[config.mk]
export PLATFORM = sky130hd
export DESIGN_NAME = pixel_plot_sink
export DESIGN_NICKNAME = d
export VERILOG_FILES = /design/src/rtl/pixel_plot_sink.sv
export SDC_FILE = /design/constraint.sdc
export NUM_CORES = 1
export LEC_CHECK = 0
export ABC_CLOCK_PERIOD_IN_PS = 9000
export CELL_PAD_IN_SITES_DETAIL_PLACEMENT = 0
export CELL_PAD_IN_SITES_GLOBAL_PLACEMENT = 1
export CORE_MARGIN = 2
export CORE_UTILIZATION = 30
export CTS_BUF_LIST = sky130_fd_sc_hd__clkbuf_16
export CTS_CLUSTER_SIZE = 28
export DETAILED_ROUTE_END_ITERATION = 7
export PLACE_DENSITY_LB_ADDON = 0.1
export SLEW_MARGIN = 20
export SYNTH_ARGS = -nofsm -noshare
export SYNTH_HDL_FRONTEND = slang
export SYNTH_SLANG_ARGS = --single-unit
export TNS_END_PERCENT = 20
[constraint.sdc]
create_clock -name iClock -period 9 [get_ports iClock]
set_input_delay 1.8 -clock iClock [delete_from_list [all_inputs] [get_ports iClock]]
set_output_delay 1.8 -clock iClock [all_outputs]
set_load 0.03 [all_outputs]
[src/rtl/pixel_plot_sink.sv]
// -----------------------------------------------------------------------------
// pixel_plot_sink
//
// Receiving end of the pixel-plot interface. Plot requests (x, y, colour)
// arrive one per cycle on iPlot. Off-screen requests are discarded and counted.
// On-screen requests are buffered in a small FIFO. They are then converted to
// a linear frame-buffer address and issued as single-beat writes under a grant
// handshake. One output register sits behind the FIFO, so the sink holds
// FIFO_DEPTH + 1 pixels in total while memory is busy.
//
// Ports
//   iClock      in   system clock, rising edge
//   iResetn     in   asynchronous active-low reset
//   iX, iY      in   pixel coordinate (9 / 8 bits)
//   iColour     in   pixel colour, 3-bit RGB
//   iPlot       in   plot request strobe, one pixel per cycle when high
//   oReady      out  FIFO can accept a request (registered count not full)
//   oMemAddr    out  frame-buffer write address, y*X_SCREEN_PIXELS + x
//   oMemData    out  frame-buffer write colour
//   oMemWe      out  write request valid
//   iMemGrant   in   memory accepts the pending write this cycle
//   oEmpty      out  FIFO empty and no write pending
//   oOverflow   out  sticky: an on-screen request was dropped (FIFO full)
//   oDropCount  out  saturating count of requests dropped on a full FIFO
//   oClipCount  out  saturating count of off-screen requests discarded
// -----------------------------------------------------------------------------
module pixel_plot_sink #(
  parameter int X_SCREEN_PIXELS = 320,
  parameter int Y_SCREEN_PIXELS = 240,
  parameter int FIFO_DEPTH      = 8,   // power of 2, at least 2
  parameter int ADDR_WIDTH      = 17
) (
  input  logic                  iClock,
  input  logic                  iResetn,
  input  logic [8:0]            iX,
  input  logic [7:0]            iY,
  input  logic [2:0]            iColour,
  input  logic                  iPlot,
  output logic                  oReady,
  output logic [ADDR_WIDTH-1:0] oMemAddr,
  output logic [2:0]            oMemData,
  output logic                  oMemWe,
  input  logic                  iMemGrant,
  output logic                  oEmpty,
  output logic                  oOverflow,
  output logic [7:0]            oDropCount,
  output logic [7:0]            oClipCount
);

  localparam int PTR_W = $clog2(FIFO_DEPTH);
  localparam int CNT_W = $clog2(FIFO_DEPTH + 1);

  localparam logic [CNT_W-1:0] FULL_COUNT = CNT_W'(FIFO_DEPTH);
  localparam logic [PTR_W-1:0] PTR_ONE    = PTR_W'(1);
  localparam logic [CNT_W-1:0] CNT_ONE    = CNT_W'(1);
  localparam logic [31:0]      X_LIMIT    = 32'(X_SCREEN_PIXELS);
  localparam logic [31:0]      Y_LIMIT    = 32'(Y_SCREEN_PIXELS);

  typedef struct packed {
    logic [8:0] x;
    logic [7:0] y;
    logic [2:0] colour;
  } entry_t;

  // ---------------------------------------------------------------------------
  // Storage and FIFO bookkeeping
  // ---------------------------------------------------------------------------
  entry_t           mem [FIFO_DEPTH];
  logic [PTR_W-1:0] wr_ptr;
  logic [PTR_W-1:0] rd_ptr;
  logic [CNT_W-1:0] count;

  // ---------------------------------------------------------------------------
  // Per-cycle decisions
  // ---------------------------------------------------------------------------
  logic                  off_screen;
  logic                  fifo_full;
  logic                  fifo_nonempty;
  logic                  write_done;
  logic                  push;
  logic                  pop;
  entry_t                head;
  logic [ADDR_WIDTH-1:0] x_ext;
  logic [ADDR_WIDTH-1:0] y_ext;
  logic [ADDR_WIDTH-1:0] head_addr;

  // NOTE: combinational logic gets a default for every output first, so no
  // path can leave a value unassigned and infer a latch.
  always_comb begin
    off_screen    = 1'b0;
    fifo_full     = 1'b0;
    fifo_nonempty = 1'b0;
    write_done    = 1'b0;
    push          = 1'b0;
    pop           = 1'b0;

    off_screen    = (32'(iX) >= X_LIMIT) || (32'(iY) >= Y_LIMIT);

    // Fullness comes only from the registered count. A pop in this cycle
    // does not make room for a push in the same cycle.
    fifo_full     = (count == FULL_COUNT);
    fifo_nonempty = (count != '0);

    write_done    = oMemWe && iMemGrant;
    push          = iPlot && !off_screen && !fifo_full;

    // Refill the output register when it is idle, or when its write retires
    // on this edge. This keeps one pixel per cycle with grant held high.
    pop           = fifo_nonempty && (!oMemWe || write_done);
  end

  // Address conversion for the entry at the head of the FIFO. The default
  // 320-pixel width uses y*256 + y*64 so no multiplier is needed. Other widths
  // fall back to a plain multiply.
  always_comb begin
    head  = mem[rd_ptr];
    x_ext = ADDR_WIDTH'(head.x);
    y_ext = ADDR_WIDTH'(head.y);
    if (X_SCREEN_PIXELS == 320) begin
      head_addr = (y_ext << 8) + (y_ext << 6) + x_ext;
    end else begin
      head_addr = (y_ext * ADDR_WIDTH'(X_SCREEN_PIXELS)) + x_ext;
    end
  end

  // NOTE: the FIFO data array has no reset. The valid pointers and count
  // qualify every entry, and leaving it out of reset lets it map to RAM.
  always_ff @(posedge iClock) begin
    if (push) begin
      mem[wr_ptr] <= '{x: iX, y: iY, colour: iColour};
    end
  end

  // NOTE: all registered state uses non-blocking assignments. Every flop then
  // samples the pre-edge value of every other flop.
  always_ff @(posedge iClock or negedge iResetn) begin
    if (!iResetn) begin
      wr_ptr <= '0;
      rd_ptr <= '0;
      count  <= '0;
    end else begin
      // Pointers wrap naturally because FIFO_DEPTH is a power of 2.
      if (push) begin
        wr_ptr <= wr_ptr + PTR_ONE;
      end
      if (pop) begin
        rd_ptr <= rd_ptr + PTR_ONE;
      end
      case ({push, pop})
        2'b10:   count <= count + CNT_ONE;
        2'b01:   count <= count - CNT_ONE;
        default: count <= count;
      endcase
    end
  end

  // ---------------------------------------------------------------------------
  // Output register: the single write currently offered to memory. The
  // address, data and valid bit hold while grant is low.
  // ---------------------------------------------------------------------------
  always_ff @(posedge iClock or negedge iResetn) begin
    if (!iResetn) begin
      oMemWe   <= 1'b0;
      oMemAddr <= '0;
      oMemData <= '0;
    end else if (pop) begin
      oMemWe   <= 1'b1;
      oMemAddr <= head_addr;
      oMemData <= head.colour;
    end else if (write_done) begin
      oMemWe   <= 1'b0;
    end
  end

  // ---------------------------------------------------------------------------
  // Discard statistics. Clipping takes priority, so an off-screen request
  // counts as a clip even when the FIFO is full.
  // ---------------------------------------------------------------------------
  always_ff @(posedge iClock or negedge iResetn) begin
    if (!iResetn) begin
      oOverflow  <= 1'b0;
      oDropCount <= '0;
      oClipCount <= '0;
    end else if (iPlot) begin
      if (off_screen) begin
        if (oClipCount != 8'hFF) begin
          oClipCount <= oClipCount + 8'd1;
        end
      end else if (fifo_full) begin
        oOverflow <= 1'b1;
        if (oDropCount != 8'hFF) begin
          oDropCount <= oDropCount + 8'd1;
        end
      end
    end
  end

  // ---------------------------------------------------------------------------
  // Status flags, decoded from registered state only
  // ---------------------------------------------------------------------------
  assign oReady = !fifo_full;
  assign oEmpty = !fifo_nonempty && !oMemWe;

endmodule

==> Word-level counts from Yosys, hierarchy flattened <==
Memory sizes are Yosys's and may differ from the RTL's.
Cells that the tools add are included.
{ "word_totals": {"mem_bits_rw": 160, "word_cells": 48, "out_inout_bits": 40, "reg_bits": 48, "mem_count": 1, "in_bits": 24} }
{ "memory_table": {"columns": ["name", "words", "width", "rd", "rd_clocked_by_memory_dff", "wr", "line", "source"], "rows": [
  ["mem", 8, 20, 1, 0, 1, "68", "entry_t mem [FIFO_DEPTH];"]
]} }
{ "classes": {"mux": 5, "n_eq_ne": 5, "n_reduce_logical": 17, "bitwise": 1, "n_addsub": 8, "n_lt_le_gt_ge": 2} }
{ "op_table": {"columns": ["op", "count"], "rows": [
  ["adder 16 x 14 -> 17 bit", 1],
  ["adder 17 x 9 -> 17 bit", 1],
  ["adder 8 x 1 -> 8 bit, second input constant", 2],
  ["!= test 8 bit, second input constant", 2],
  ["greater-or-equal comparator 9 bit, second input constant", 1],
  ["greater-or-equal comparator 8 bit, second input constant", 1],
  ["case mux 4 bit (2 select lines)", 1],
  ["adder 3 x 1 -> 3 bit, second input constant", 2],
  ["AND reduction 3 bit", 2],
  ["logical AND 1 bit", 5],
  ["adder 4 x 1 -> 4 bit, second input constant", 1],
  ["== test 4 bit, second input constant", 1],
  ["zero test 1 bit", 4],
  ["two-way mux 1 bit", 4],
  ["AND reduction 4 bit", 1],
  ["nonzero test 2 bit", 2],
  ["nonzero test 4 bit", 1],
  ["subtractor 4 x 1 -> 4 bit, second input constant", 1],
  ["== test 2 x 1 -> 1 bit, second input constant", 1],
  ["== test 2 bit, second input constant", 1],
  ["logical OR 1 bit", 2],
  ["inverter 1 bit", 1]
]} }

==> Longest topological paths before layout <==
Gate-level depths: netlist of run 1.
{ "logic_depth": {"word_depth": 7, "mapped_depth": 15, "ltp_nobuf": 12} }

==> Worst setup path after synthesis of run 1 <==
OpenSTA, ideal clock, no wires.
{ "synth_timing": {"path_type": "input to register", "from": "input iX[7]", "to": "memory mem[0][0] (netlist name) (enable)", "required_time_ns": 8.578, "path_buffers": 0, "stages": 5, "t_arrival_ns": 4.141, "slack_ns": 4.437, "setup_ns": 0.422, "path_cell_list": "o21ai_0 > and2_2 > and3_1 > nand2b_1 > nor3_1"} }
{ "synth_via": {"elab_chain_len": 7} }
{ "synth_lines": {"columns": ["element", "line", "source"], "rows": [
  ["start, declared", "35", "input logic [8:0] iX,"],
  ["greater-or-equal comparator 9 bit", "97", "off_screen = (32'(iX) >= X_LIMIT) || (32'(iY) >= Y_LIMIT);"],
  ["logical OR 1 bit", "97", null],
  ["zero test 1 bit", "105", "push = iPlot && !off_screen && !fifo_full;"],
  ["logical AND 1 bit (2 in series)", "105", null],
  ["two-way mux 1 bit", "129", "if (push) begin"],
  ["two-way mux 1 bit (implied by the code)", "130", "mem[wr_ptr] <= '{x: iX, y: iY, colour: iColour};"],
  ["end, declared", "68", null]
]} }
Every way passes these cells.

==> Worst setup path after layout of run 1 <==
{ "layout_timing": {"from": "input iX[7]", "to": "memory mem[1][8] (netlist name) (enable)"} }
The elaborated chain is that of the path after synthesis.

==> results.txt, run 1 <==
Status: complete, no violations
Clock Pin Slew Worst Setup and Hold Paths: 0.05 ns
Worst hold slack: 0.478 ns
Most used flip-flop cell after synthesis: edfxtp_1
Clock Path Buffers: 3
Worst setup SP type: primary input
Die height: 174 microns
Die area: 30,200 sq um
GR Util All Layers: 12.8%
Iteration-0 DRC Markers: 294
Setup Skew: 0.0181 ns
Die W: 174 microns
Initial Utilization: 30.3%
Area Overhead vs Synth: 21.6%
Drt wl/cell: 19.4 microns
Worst Tran Pin Value: 0.833 ns
Number of fill cells: 2,755
CTS tree: done
EDFF count, synth: 160
Hold path depth: 2
PD cells: 353 nW/um^2
Antenna cells: 0
Worst EP required: 9.20 ns
Most frequent cells in the layout: edfxtp_1 (160), clkdlybuf4s50_1 (62), nand2_1 (49)
Synth cell types: 45
Pre-antenna DRT Iters: 4
First-pass GRT wire length: 29,200 microns
Vias per inst: 4.56
Hold_buf cts: 0
Mean Syn Cell Area: 17.9 sq um
CTS buffer count: 25
Commonest non-fill, non-tap cell in the layout: edfxtp_1
Core footprint: 28,500 sq um
Routability cong.: 0.716
Antenna violations before repair: 0
Worst hold path class: reg2reg
Clock latency on the worst-skew pair: 0.52 ns
Worst-case reg-to-reg path depth: 10
Post-synth net total: 531
GRT overflow: 0
Tmin final: 4.63 ns
Routed Antenna Nets: 0
Placed instance count: 928
Max Cap Violations: 0
VDD IR-drop max: 0.138 mV
Post-CTS Resized: 0
Hold path start: oMemAddr[6]$_DFFE_PN0P_
Sequential cell area: 6010 sq um
DP HPWL: 12,000 microns
Leak Pwr: 3.74 nW
# Post-CTS Setup Buffers: 0
Port Buffer Count: 63
RSZ-0062 raised after global routing: no
Clk root buf: clkbuf_16
Post-Syn Instances: 483
Sequential area share after synthesis: 69.5%
Seq cells post-synth: 208
Vias in the first global route: 4,705
FP Rows: 62
FMAX: 0.216 GHz
Crit path kind: in2reg
Tcrit/Tclk final: 51.4%
CP Max Fanout: 13
Worst r2r src: rd_ptr[0]$_DFFE_PN0P_
WHS Endpoint: oMemAddr[6]$_DFFE_PN0P_
R2r endpoint: oMemAddr[15]$_DFFE_PN0P_
Worst EP arrival: 4.82 ns
Hold Fails Final Rpt: 0
Multi-input gate area: 2500 sq um
Fin cells: 973
Share of cells above drive strength 1: 15.6%
Final WL: 18,900 microns
Setup TNS: 0 ns
Largest net degree at the start of global routing: 49
Htree depth: 1
Worst R2R Setup Slack: 4.89 ns
Post-synth ARST share: 23.1%
Total number of vias: 4,440
Setup crit end kind: register
Synthesized area: 8640 sq um
Finish-stage setup viols: 0
DRC: 0
Synthesis Warnings: 0
Number of I/O pins: 64
Max Slew Vio Count: 0
# nets final: 619
Slew headroom: 44.5%
Clock tree sinks: 208
synth_stat cells, types with 2 or more instances:
library cell	instances	area, sq um
a211oi_1	2	15.0
a21o_1	2	15.0
a21oi_1	4	20.0
and3_1	3	18.8
buf_1	2	7.51
buf_12	2	40.0
buf_2	4	20.0
buf_4	2	15.0
buf_6	2	22.5
clkbuf_1	3	11.3
dfrtp_1	48	1200
edfxtp_1	160	4800
fa_1	2	40.0
ha_1	22	275
inv_1	12	45.0
mux2_2	10	113
mux2i_1	12	120
mux4_1	16	420
mux4_2	24	541
nand2_1	49	184
nand2b_1	6	37.5
nand3_1	5	25.0
nand4_1	7	43.8
nor2_1	12	45.0
nor3_1	6	30.0
o21ai_0	21	105
xnor2_1	15	131
xor2_1	13	114
worst max-delay path: stages:
cell,delay [ns]
clkdlybuf4s50_1,0.54
o21ai_0,0.68
and2_2,0.32
and3_1,0.27
nand2_1,0.18
nor3_2,0.65
buf_4,0.37
worst max path at each step:
stage	depth (start not counted)	startpoint	endpoint	slack (ns)
finish	7	iX[7]	mem[1][8]$_DFFE_PP_	4.37
global route	7	iX[6]	mem[1][8]$_DFFE_PP_	4.14
CTS	7	iX[7]	mem[0][13]$_DFFE_PP_	4.04
detailed placement	7	iX[7]	mem[0][5]$_DFFE_PP_	3.51
global placement	7	iX[6]	mem[0][5]$_DFFE_PP_	3.60
floorplan	5	iX[7]	mem[0][0]$_DFFE_PP_	4.44
registers in the layout (all words and copies together), names as in the netlist:
name        count
oClipCount      8
count           4
oDropCount      8
oOverflow       1
rd_ptr          3
oMemAddr       17
mem           160
wr_ptr          3
oMemWe          1
oMemData        3
routing by layer:
layer  share of wire [%]  global-route usage (%)  vias to the layer above  wire length [microns]
li1                    -                       -                     2067                      -
met1                  46                    17.3                     2270                   8750
met2                  48                    21.2                       77                   9110
met3                 3.4                    2.35                       26                    637
met4                 2.2                    3.47                        0                    421
met5                   0                       0                        -                      0
kinds of logic after synthesis:
logic type | count (synthesis) | synth area share (%)
XOR/XNOR | 28 | 2.84
AND/OR/NAND/NOR | 95 | 5.11
multiplexers | 62 | 13.8
buffers and inverters | 27 | 1.87
flip-flops | 208 | 69.5
adder cells (fa/ha/maj) | 24 | 3.65
AO/OA/AOI/OAI | 39 | 3.17
final cells by class:
class                   instances  area share (%)
clock buffers                  25            5.96
clock inverters                20            1.12
inverters                      12           0.429
multi-input cells             248            23.8
flip-flops and latches        208            57.2
well taps                     384            4.58
repair buffers                 76            6.89
metrics by stage:
stage                     util [%]  power (mW)  setup slack (ns)  cell area, sq um
after floorplan                  -        2.37              4.44              8640
after global placement        34.2        2.85              3.60              9750
after detailed placement      34.2        2.85              3.51              9750
after CTS                     36.8        3.79              4.04             10500
after global routing          36.8        3.97              4.14             10500
final                         36.8        3.71              4.37             10500
where the power goes:
part,total (mW),switching [mW],internal [mW]
Combinational,1.51,0.846,0.664
Clock,0.910,0.380,0.530
Sequential,1.29,0.0897,1.20
Total,3.71,1.32,2.39
(Power assumes the default switching activity.)
==> run 2: changes to the inputs <==
Settings changed: ABC_CLOCK_PERIOD_IN_PS 9000 to 3850.
Clock period 9 ns to 3.85 ns, I/O delays scaled along.
==> results.txt, run 2 (synthesized netlist as in run 1, its figures left out) <==
Antenna cells: 0
Most frequent cells in the layout: edfxtp_1 (160), clkdlybuf4s50_1 (62), nand2_1 (49)
Area Overhead vs Synth: 25.6%
FP Rows: 62
PD cells: 856 nW/um^2
Vias in the first global route: 4,805
Die height: 174 microns
Leak Pwr: 3.90 nW
Commonest non-fill, non-tap cell in the layout: edfxtp_1
Setup crit end kind: register
CTS buffer count: 25
Status: complete, no violations
Clock Path Buffers: 3
Routability cong.: 0.702
Finish-stage setup viols: 0
Tmin final: 3.46 ns
Worst EP arrival: 3.83 ns
Top reg by flops: mem
DRC: 0
CP Max Fanout: 17
# nets final: 633
Top flop regs: mem: 160 flops, oMemAddr: 17 flops
GR Util All Layers: 13.2%
Hold Fails Final Rpt: 0
Worst Tran Pin Value: 0.990 ns
First-pass GRT wire length: 30,000 microns
Setup Skew: 0.00891 ns
CTS tree: done
Initial Utilization: 30.3%
Die area: 30,200 sq um
RSZ-0062 raised after global routing: no
Clock tree sinks: 208
Finished Cell Area: 10,800 sq um
Core footprint: 28,500 sq um
Number of I/O pins: 64
Iteration-0 DRC Markers: 229
FMAX: 0.289 GHz
Final Util: 38.0%
Clk root buf: clkbuf_16
Vias per inst: 4.60
GRT overflow: 0
DP HPWL: 12,400 microns
Clock latency on the worst-skew pair: 0.52 ns
Worst EP required: 4.23 ns
Total number of vias: 4,546
Setup TNS: 0 ns
Number of flip-flops in the largest register: 160
Crit path kind: reg2reg
Hold_buf cts: 0
VDD IR-drop max: 0.382 mV
Max Cap Violations: 0
Htree depth: 1
Antenna violations before repair: 0
Largest net degree at the start of global routing: 40
Port Buffer Count: 63
Final WL: 19,700 microns
Worst hold path class: in2async
Share of cells above drive strength 1: 19.0%
Placed inst area: 9930 sq um
Routed Antenna Nets: 0
Clock Pin Slew Worst Setup and Hold Paths: 0.06 ns
Tcrit/Tclk final: 89.8%
Max Slew Vio Count: 0
Drt wl/cell: 20.0 microns
Die W: 174 microns
Pre-antenna DRT Iters: 4
Slew headroom: 34.0%
Worst setup SP type: register
## run 2: changes by cell type in the layout (fill, tap and decap cells not counted), sizes merged
| cell | change |
|---|---|
| bufinv | +6 |
| clkinvlp | +2 |
| buf | +14 |
| clkinv | -7 |
## run 2: per-layer routing
metal	track usage (%)	vias up	routed length, microns
li1	-	2095	-
met1	18.6	2342	9290
met2	21.5	84	9290
met3	2.17	25	753
met4	2.98	0	383
met5	0	-	0
## run 2: timing repair
action                                  CTS  global route
endpoints found under the setup margin    0             1
endpoints found under the hold margin     0             0
resized for setup                         0             1
setup buffers                             0             0
## run 2: worst paths after layout
path,slack (ns),cells after the start,from,to
setup reg to reg,0.39,12,rd_ptr[0]$_DFFE_PN0P_,oMemAddr[12]$_DFFE_PN0P_
hold reg to reg,0.48,2,oMemAddr[5]$_DFFE_PN0P_,oMemAddr[5]$_DFFE_PN0P_
hold / removal,0.42,1,iResetn,oDropCount[4]$_DFFE_PN0P_
min in group iClock,0.48,2,oMemAddr[5]$_DFFE_PN0P_,oMemAddr[5]$_DFFE_PN0P_
setup / recovery,0.39,12,rd_ptr[0]$_DFFE_PN0P_,oMemAddr[12]$_DFFE_PN0P_
max in group asynchronous,2.62,2,iResetn,rd_ptr[0]$_DFFE_PN0P_
## run 2: layout make-up
class | instances | area [sq um]
fillers | 2720 | 17700
flip-flops and latches | 208 | 6010
multi-input cells | 248 | 2490
repair buffers | 90 | 903
clock buffers | 25 | 626
well taps | 384 | 480
clock inverters | 21 | 287
inverters | 12 | 45.0
## run 2: worst max-delay path, cell delays in order, from the launching register on
cell      delay [ns]
dfrtp_2         0.39
buf_12          0.19
mux4_2          0.52
mux2i_1         0.32
fa_1            0.52
inv_1           0.08
ha_1            0.23
a21o_1          0.16
a21oi_1         0.27
buf_4           0.18
o21bai_1        0.07
xnor2_1         0.26
o21ai_0         0.13
## run 2: report_power, final
part	leakage [nW]	internal, mW	switching (mW)	total, mW
combinational	1.42	1.65	2.01	3.66
sequential	2.04	2.80	0.246	3.05
clock	0.446	1.65	0.926	2.58
## run 2: stage by stage
step / power (mW) / instances / hold WS (ns) / worst slack, ns
6_report: 9.28 / 988 / 0.419 / 0.393
2_1_floorplan: 5.53 / 483 / 0.448 / 0.317
3_3_place_gp: 6.84 / 942 / 0.465 / 0.117
5_1_grt: 9.93 / 988 / 0.481 / 0.0744
3_5_place_dp: 6.85 / 942 / 0.470 / 0.109
4_1_cts: 9.49 / 988 / 0.447 / 0.203
==> run 3: changes to the inputs <==
Settings changed: CAP_MARGIN from default to 10, CORE_UTILIZATION 30 to 45.
==> results.txt, run 3 (synthesized netlist as in run 1, its figures left out) <==
Post-Place Worst Slack: 0.0698 ns
Worst EP required: 4.25 ns
FMAX: 0.292 GHz
Most frequent cells in the layout: edfxtp_1 (160), clkdlybuf4s50_1 (62), nand2_1 (49)
Vias per inst: 5.37
Finish-stage setup viols: 0
FP Rows: 50
Worst Tran Pin Value: 0.920 ns
Crit path kind: reg2reg
# Post-CTS Setup Buffers: 0
Top reg by flops: mem
Total number of vias: 4,450
Worst EP arrival: 3.82 ns
WL met2: 8270 microns
Highest routed metal layer: met4
Tmin final: 3.43 ns
DRC: 0
Die W: 143 microns
Leak Pwr: 3.79 nW
Vias in the first global route: 4,654
Met1 WL: 7470 microns
CP startpoint: rd_ptr[0]$_DFFE_PN0P_
Setup crit end kind: register
Port Buffer Count: 63
Placed inst area: 9680 sq um
Die height: 143 microns
Hold Fails Final Rpt: 0
Area Overhead vs Synth: 20.2%
Post-CTS Resized: 0
CTS buffer count: 22
Max Slew Vio Count: 0
Hold_buf cts: 0
Iteration-0 DRC Markers: 246
Routed Antenna Nets: 0
Worst setup SP type: register
GR Util All Layers: 17.4%
Antenna violations before repair: 0
Finished Cell Area: 10,400 sq um
Pre-antenna DRT Iters: 4
Met3 WL: 647 microns
Clk root buf: clkbuf_16
Largest net degree at the start of global routing: 40
Max Cap Violations: 0
GRT overflow: 0
Clock Path Buffers: 3
Commonest non-fill, non-tap cell in the layout: edfxtp_1
Slew headroom: 38.7%
Placed instance count: 789
Clock latency on the worst-skew pair: 0.51 ns
Setup TNS: 0 ns
Worst r2r src: rd_ptr[0]$_DFFE_PN0P_
Routability cong.: 0.730
Status: complete, no violations
Die area: 20,300 sq um
DP HPWL: 10,700 microns
Final WL: 16,700 microns
Share of cells above drive strength 1: 17.8%
Antenna cells: 0
Worst Setup Slack, final: 0.425 ns
CP Max Fanout: 27
Htree depth: 1
RSZ-0062 raised after global routing: no
Clock tree sinks: 208
Tcrit/Tclk final: 89.0%
Clock Pin Slew Worst Setup and Hold Paths: 0.06 ns
Fin cells: 829
VDD IR-drop max: 0.522 mV
# nets final: 627
CTS tree: done
Setup Skew: 0.0152 ns
Core footprint: 18,800 sq um
Number of I/O pins: 64
Worst hold path class: in2async
Initial Utilization: 46.0%
Drt wl/cell: 20.1 microns
Number of flip-flops in the largest register: 160
First-pass GRT wire length: 26,500 microns
Top flop regs: mem: 160 flops, oMemAddr: 17 flops
PD cells: 819 nW/um^2
-- run 3: changes by cell type in the layout (fill, tap and decap cells not counted), sizes merged --
| cell | previous run | this run |
|---|---|---|
| clkinv | 7 | 13 |
| inv | 16 | 14 |
| buf | 28 | 25 |
| bufinv | 7 | 2 |
| clkinvlp | 3 | 1 |
| clkbuf | 25 | 22 |
-- run 3: routing by layer --
layer	vias up	GRT usage [%]
li1	2077	-
met5	-	0
met4	0	4.06
met2	83	29.0
met3	25	2.96
met1	2265	24.3
-- run 3: critical path: stages, from the launching register on --
cell,delay [ns]
dfrtp_2,0.41
buf_12,0.24
mux4_2,0.54
mux2i_1,0.28
fa_1,0.51
fa_1,0.49
nor2b_1,0.20
o2111ai_1,0.18
a41oi_1,0.31
o21ai_1,0.09
o311ai_1,0.07
-- run 3: metrics by stage --
stage / hold WS [ns] / util (%) / power [mW]
final: 0.413 / 55.3 / 8.50
after global routing: 0.486 / 55.3 / 9.10
after CTS: 0.445 / 55.3 / 8.63
after detailed placement: 0.470 / 51.6 / 6.58
after global placement: 0.463 / 51.6 / 6.52
after floorplan: 0.448 / - / 5.53
-- run 3: worst paths after layout --
kind                                                  end  slack (ns)  cells after the start
worst max-delay path             oMemAddr[15]$_DFFE_PN0P_        0.42                     10
worst min-delay path              oMemAddr[0]$_DFFE_PN0P_        0.41                      1
worst max register to register   oMemAddr[15]$_DFFE_PN0P_        0.42                     10
worst min register to register    oMemAddr[4]$_DFFE_PN0P_        0.48                      2
max in group asynchronous       oDropCount[0]$_DFFE_PN0P_        2.71                      2
min in group iClock               oMemAddr[4]$_DFFE_PN0P_        0.48                      2
-- run 3: area by class of cell --
class	instances	area [sq um]
fill	1467	8380
sequential	208	6010
multi-input combinational	248	2490
timing repair buffer	87	843
clock buffer	22	551
tap	234	293
clock inverter	18	150
inverter	12	45.0
-- run 3: where the power goes --
part | switching, mW | internal (mW)
Sequential | 0.238 | 2.80
Clock | 0.840 | 1.18
Combinational | 1.84 | 1.60
